### config.mk
export PLATFORM = sky130hd
export DESIGN_NAME = hilo_sequencer
export DESIGN_NICKNAME = d
export VERILOG_FILES = /design/src/rtl/hilo_sequencer.sv
export SDC_FILE = /design/constraint.sdc
export NUM_CORES = 1
export LEC_CHECK = 0
export ABC_AREA = 1
export CAP_MARGIN = 5
export CORE_MARGIN = 2
export CORE_UTILIZATION = 25
export CTS_CLUSTER_SIZE = 25
export DETAILED_ROUTE_END_ITERATION = 12
export PLACE_DENSITY = 0.68
export SLEW_MARGIN = 30
export SYNTH_ARGS = -nofsm -noshare
export SYNTH_HDL_FRONTEND = slang
export SYNTH_SLANG_ARGS = --single-unit
export TNS_END_PERCENT = 50
### constraint.sdc
create_clock -name clock -period 1.4 [get_ports clock]
set_clock_uncertainty 0.15 [all_clocks]
set_input_delay 0.21 -clock clock [delete_from_list [all_inputs] [get_ports clock]]
set_output_delay 0.21 -clock clock [all_outputs]
set_load 0.1 [all_outputs]
### src/rtl/hilo_sequencer.sv
// rtl/hilo_sequencer.sv - mult/div launch sequencer with architectural HI/LO registers
module hilo_sequencer #(
  parameter int MAX_CYCLES = 34
) (
  input  logic        clock,
  input  logic        reset,
  input  logic        md_start,
  input  logic        mdControl,
  input  logic [31:0] regA_out,
  input  logic [31:0] regB_out,
  input  logic [31:0] hi_entrance,
  input  logic [31:0] lo_entrance,
  input  logic        md_done,
  input  logic        mthi_wr,
  input  logic        mtlo_wr,
  output logic        md_go,
  output logic        md_op,
  output logic        md_busy,
  output logic        md_ready,
  output logic        div_zero,
  output logic        md_timeout,
  output logic [31:0] hi_out,
  output logic [31:0] lo_out
);

  typedef enum logic [1:0] {S_IDLE, S_LAUNCH, S_WAIT} state_t;

  localparam logic [5:0] LAST = 6'(MAX_CYCLES - 1);

  state_t     state, state_nx;
  logic [5:0] count, count_nx;
  logic       accept, reject, commit, expire;

  always_comb begin
    state_nx = state;
    count_nx = count;
    accept   = 1'b0;
    reject   = 1'b0;
    commit   = 1'b0;
    expire   = 1'b0;
    case (state)
      S_IDLE: begin
        if (md_start) begin
          // A div by zero is screened here so multDiv is never started on it
          if (mdControl && regB_out == 32'd0) begin
            reject = 1'b1;
          end else begin
            accept   = 1'b1;
            state_nx = S_LAUNCH;
          end
        end
      end
      S_LAUNCH: begin
        count_nx = 6'd0;
        state_nx = S_WAIT;
      end
      S_WAIT: begin
        if (md_done) begin
          commit   = 1'b1;
          state_nx = S_IDLE;
        end else if (count == LAST) begin
          expire   = 1'b1;
          state_nx = S_IDLE;
        end else begin
          count_nx = count + 6'd1;
        end
      end
      default: state_nx = S_IDLE;
    endcase
  end

  always_ff @(posedge clock or negedge reset) begin
    if (!reset) begin
      state <= S_IDLE;
      count <= 6'd0;
    end else begin
      state <= state_nx;
      count <= count_nx;
    end
  end

  assign md_busy = (state != S_IDLE);

  always_ff @(posedge clock or negedge reset) begin
    if (!reset) begin
      md_go      <= 1'b0;
      md_op      <= 1'b0;
      md_ready   <= 1'b0;
      div_zero   <= 1'b0;
      md_timeout <= 1'b0;
      hi_out     <= 32'd0;
      lo_out     <= 32'd0;
    end else begin
      md_go      <= accept;
      md_ready   <= commit;
      div_zero   <= reject;
      md_timeout <= expire;
      if (accept) md_op <= mdControl;
      // Register moves only land in IDLE; a commit always wins later
      if (commit) begin
        hi_out <= hi_entrance;
        lo_out <= lo_entrance;
      end else if (state == S_IDLE) begin
        if (mthi_wr) hi_out <= regA_out;
        if (mtlo_wr) lo_out <= regA_out;
      end
    end
  end

endmodule

==> parameters.txt, run 1 <==
Parameter                              Value

Routing
  Iter 0 DRT Violations    221
  Detail-routed net length per standard cell    16.8 µm
  DRC violation count after routing    0
  Routed wire length    14.3 mm
  Number of nets with antenna violations after detailed routing    0
  Total via count after detailed routing    4037
  First-pass detailed-route iteration total    4
  Via density    4.77

Finish
  Area used by sequential logic in the layout    0.00193 mm²
  Number of nets in the finished design    795
  Share of cells above drive strength 1    23.1%
  Fill count    1290
  Combined area of the multi-input logic cells    0.00159 mm²
  Post-synthesis to final-layout area growth    101%
  Non-filler cells, final    847
  Number of antenna diodes    0

Timing
  Number of hold violations in the final report    0
  Minimum clock period    1.54 ns
  Max-slew violation count    0
  Final setup vio count    68
  Worst slew margin relative to its limit    71.4%
  Final Cycle Share    110%
  Unrepaired setup endpoints after global routing    yes
  Maximum frequency from static timing analysis    648 MHz
  Transition time at the pin with the least slew margin    0.428 ns
  Worst setup slack after layout    -0.142 ns

Status
  Violated checks    negative setup slack
  Status    finished, violations left

Floorplanning
  Area enclosed by the die boundary    0.0155 mm²
  Height of the chip    125 µm
  Cell row count    44
  Overall die width    125 µm
  I/O Pins    205
  Starting density of the core    25.3%
  Core area    0.0144 mm²

GRT
  Total global routing track utilization    17.6%
  Final global-route overflow total    0
  Vias in the first global route    4272
  Antenna violations before repair    0
  Pin count of the biggest net entering global routing    78
  Global-route wire length before repair    21.9 mm

CTS
  TritonCTS clock tree    done
  Clock edge transition at the registers on the reported setup and hold paths    0.06 ns
  Worst skew pair latency    0.33 ns
  Count of clock tree sinks    77
  CTS H-tree depth    3
  Number of buffers on the longest clock path    2
  Clock buffers created by TritonCTS    9
  Clock root buffer master    sky130_fd_sc_hd__clkbuf_16

Worst setup path
  Endpoint type of the worst setup path    output pin
  Delay of the slowest cell on the worst path    0.42 ns
  Critical path, cell by cell    nor2_4, buf_6, inv_4, buf_12
  Req. time, crit path    1.04 ns
  Slowest-stage cell, CP    sky130_fd_sc_hd__dfrtp_1
  Worst setup path startpoint    state[0]
  Category of the worst setup path launch point    flip-flop
  Crit Path Max Fanout    2
  Origin of the critical flop-to-flop path    state[0]
  Kind of critical path    flip-flop to output pin
  Data arrival time of the worst path    1.18 ns

Placed design
  IO Port Bufs    204
  Number of cells after detailed placement    824
  Total half-perimeter wirelength after legalization and detailed placement    10.2 mm
  Weighted congestion at the end of routability-driven global placement    0.789

Worst hold path
  Worst hold-check path type    input port to async pin

Flow run
  Reported max-cap violation count    0

Synthesis
  Post-Syn Instances    434
  Sequential fraction of the synthesis area    52.9%
  Area share of the largest cell type after synthesis    52.9%
  Adder and majority cell fraction of the synthesized area    0.688%
  Synth area leaders    sky130_fd_sc_hd__dfrtp_1 (53%), sky130_fd_sc_hd__nand2_1 (19%), sky130_fd_sc_hd__o211ai_1 (13%)
  Most common cell in the synthesized netlist    sky130_fd_sc_hd__nand2_1
  Count of warnings emitted by yosys    0
  Net count after synthesis    571
  Most used flip-flop cell after synthesis    sky130_fd_sc_hd__dfrtp_1
  Yosys reg bits    77
  Synth Area in XOR/XNOR    0.241%
  Multiplexer fraction of the synthesized cell area    0%
  Number of enable flip-flop cells after synthesis    0
  Synth Area in Compound Gates    14.1%
  Share of synthesized flip-flops with an asynchronous set or reset    100%
  Synth unique cells    24
  Synthesized-area fraction occupied by and/or/nand/nor cells    25.7%
  Library cell occupying the most area in the post-synthesis netlist    sky130_fd_sc_hd__dfrtp_1
  Synth Area per Inst    8.39 µm²
  Synthesized cell area    0.00364 mm²
  Top cells by count, synth    sky130_fd_sc_hd__nand2_1 (181), sky130_fd_sc_hd__dfrtp_1 (77), sky130_fd_sc_hd__o211ai_1 (63), sky130_fd_sc_hd__nor2_1 (37), sky130_fd_sc_hd__inv_1 (20)
  Combinational family with the most area after synthesis    simple AND/OR/NAND/NOR gates
[logic make-up after synthesis]
family,Yosys count
adder cells (fa/ha/maj),2
XOR/XNOR,1
AO/OA/AOI/OAI,70
flip-flops,77
AND/OR/NAND/NOR,238
buffers and inverters,46
[worst max-delay path, delay by kind of cell, from the launching register on]
family | cells | cell delay [ns]
flops | 1 | 0.42
buf+inv | 3 | 0.30
simple gates | 1 | 0.13
[flip-flops by register name, indices dropped and copies added, names as in the netlist]
| name | flops |
|---|---|
| md_op | 1 |
| count | 6 |
| lo_out | 32 |
| md_go | 1 |
| div_zero | 1 |
| md_timeout | 1 |
| md_ready | 1 |
| state | 2 |
| hi_out | 32 |
[placed cells by master (no fill, tap or decap), types with 5 or more instances in the layout]
master / n
sky130_fd_sc_hd__nand2_1: 163
sky130_fd_sc_hd__nand3_1: 9
sky130_fd_sc_hd__clkbuf_16: 14
sky130_fd_sc_hd__buf_12: 77
sky130_fd_sc_hd__o211ai_1: 63
sky130_fd_sc_hd__inv_2: 5
sky130_fd_sc_hd__buf_4: 17
sky130_fd_sc_hd__nand2_2: 14
sky130_fd_sc_hd__clkdlybuf4s50_1: 133
sky130_fd_sc_hd__dfrtp_1: 77
sky130_fd_sc_hd__inv_1: 16
sky130_fd_sc_hd__nand2_4: 5
sky130_fd_sc_hd__nor2_1: 35
[final cells by class]
cell class                 count  share of cell area (%)
multi-input combinational    311                    21.7
clock inverter                 3                   0.580
timing repair buffer         235                    43.1
sequential                    77                    26.3
tap                          184                    3.14
clock buffer                  13                    3.69
inverter                      24                    1.50
[final timing paths]
kind / end / slack [ns] / cells after the start
max: md_busy / -0.14 / 4
min: lo_out[12] / 0.29 / 3
max reg2reg: lo_out[1] / -0.12 / 9
min reg2reg: md_op / 0.41 / 2
max in group asynchronous: state[1] / 0.48 / 3
min in group clock: hi_out[2] / 0.30 / 3
[per-stage QoR]
step | hold WS [ns] | worst slack (ns) | setup TNS [ns] | cell area (µm²) | util, %
after floorplan | -0.236 | 0.00952 | 0 | 3640 | -
after global routing | 0.319 | -0.215 | -11.38 | 7330 | 51.0
after CTS | 0.299 | -0.155 | -7.18 | 7110 | 49.5
final | 0.285 | -0.142 | -4.81 | 7330 | 51.0
after detailed placement | 0.118 | -0.266 | -15.46 | 6740 | 46.9
after global placement | 0.116 | -0.224 | -13.52 | 6740 | 46.9
[per-layer routing]
metal	vias to the layer above	global-route usage [%]	part of all wire (%)
li1	1881	-	-
met1	1924	20.0	39
met2	200	31.3	51
met3	32	4.42	7.9
met4	0	7.27	2.5
met5	-	0	0
[repair_timing]
action,CTS,global route
hold buffers,1,0
gates resized for setup,16,32
hold endpoints to repair,77,0
gates cloned,0,5
endpoints found under the setup margin,70,74
pin swaps,6,6
setup buffers,1,1
Power of run 1 is left out: the tool's default activity adds up to more than one toggle a clock period on the data nets, which glitch-free logic cannot reach.
==> run 2: changes to the inputs <==
--- a/config.mk
+++ b/config.mk
@@ -6,7 +6,6 @@
 export NUM_CORES = 1
 export LEC_CHECK = 0
 export ABC_AREA = 1
-export CAP_MARGIN = 5
 export CORE_MARGIN = 2
 export CORE_UTILIZATION = 25
 export CTS_CLUSTER_SIZE = 25
==> results of run 2 <==
No change in the layout: final DEF, timing and power equal those of run 1.
Power of run 2 is left out for the same reason.
==> RTL change, RTL diff (settings of run 2) <==
Encoding of `state_t`: now one-hot (3 bits for 3 states).
--- a/src/rtl/hilo_sequencer.sv
+++ b/src/rtl/hilo_sequencer.sv
@@ -25,3 +25,3 @@
 
-  typedef enum logic [1:0] {S_IDLE, S_LAUNCH, S_WAIT} state_t;
+  typedef enum logic [2:0] {S_IDLE = 3'b001, S_LAUNCH = 3'b010, S_WAIT = 3'b100} state_t;
 
Function: same outputs for any inputs over 4 cycles, from zero or initial values and one cycle with reset low; so few cycles prove little.
==> RTL change against run 2 <==
The run still ends with negative setup slack left; register-to-register slack got worse by 200 ps; area after synthesis hardly changed; synthesized cell count down 1.6%; sequential cell count rose by 1; critical endpoint unchanged; wire length fell by 5.1%; global-route usage down 0.53 points; cell count increased by 0.35%; setup slack got worse by 210 ps; design area increased by 1.2%; fmax is 12% lower; non-clock buffer count grew 12.
==> RTL change: results (changes against run 2) <==
[grt]
grtUsageMet1_pct=20.2  ; was 20.0%
grt_max_degree=39  ; was 78
grtUsageMet2_pct=30.7  ; was 31.3%
grt_pass1_wl_um=21300  ; was 21900 um
grtUsageMet3_pct=4.64  ; was 4.42%
track_usage_pct=17.0  ; was 17.6%

[cells_and_area]
multi_input_gates=307  ; was 311
design.seq.count=78  ; was 77
fillCellCount=1261  ; was 1290
inverters=19  ; was 24
drive_gt1_share_pct=24.5  ; was 23.1%
clk_share_pct=3.37  ; was 4.27%
final_nets=799  ; was 795
seq_area_share_pct=26.3  ; about the same
buffer_area_share_pct=44.2  ; was 43.1%
multi_input_area_share_pct=21.8  ; was 21.7%

[synth]
yosys.area_share.adder_pct=0.688  ; about the same
synthTopCellsByArea=dfrtp_1, nand2_1, nor2_1  ; was dfrtp_1, nand2_1, o211ai_1
synth-compound-area-share_pct=13.4  ; was 14.1%

[clock_network]
ctsResizeCount=15  ; was 16

[routing]
met3_length_um=978  ; was 1120 um
drt-vias-per-instance=4.60  ; was 4.77
drt-met1-wl_um=5390  ; was 5520 um
drtIter0Drc=184  ; was 221

[setup_path]
cpPeakStageDelay_ps=540  ; was 420 ps
arrival_ps=1390  ; was 1180 ps
slowest_stage=dfstp_2  ; was dfrtp_1

[timing]
max_slew_margin_pct=80.0  ; was 71.4%
setup_violations=75  ; was 68
fin_ws_ps=-350  ; was -142 ps

[outcome]
status=finished with violations  ; unchanged
violations=negative setup slack  ; unchanged

[placed_design]
routabilityCongestion=0.807  ; was 0.789
dp_cells=826  ; was 824
placed_area_mm2=0.00681  ; was 0.00674 mm^2

## RTL change: cell count changes after synthesis, moves of 2 or more
cell      change
o211ai_1     -34
nand2_4       +2
nand2_1      -30
buf_4         +3
nor2_1       +22
clkbuf_1      -5
buf_2         +4
a21oi_1       +2
a31oi_1      +33
inv_1         -4
nand3_1       -3
nor2_2        -2
nand4_1       +2
## RTL change: path summary, 6_finish.rpt
check,start,end,slack (ps),cells after the start
worst min register to register,hi_out[0]$_DFFE_PN0P_,hi_out[0]$_DFFE_PN0P_,410,2
worst max register to register,state[0]$_DFFE_PN1P_,lo_out[7]$_DFFE_PN0P_,-320,8
worst max-delay path,state[0]$_DFFE_PN1P_,md_busy,-350,5
max in group asynchronous,reset,lo_out[3]$_DFFE_PN0P_,420,3
min in group clock,lo_entrance[26],lo_out[26]$_DFFE_PN0P_,290,3
worst min-delay path,reset,hi_out[21]$_DFFE_PN0P_,170,2
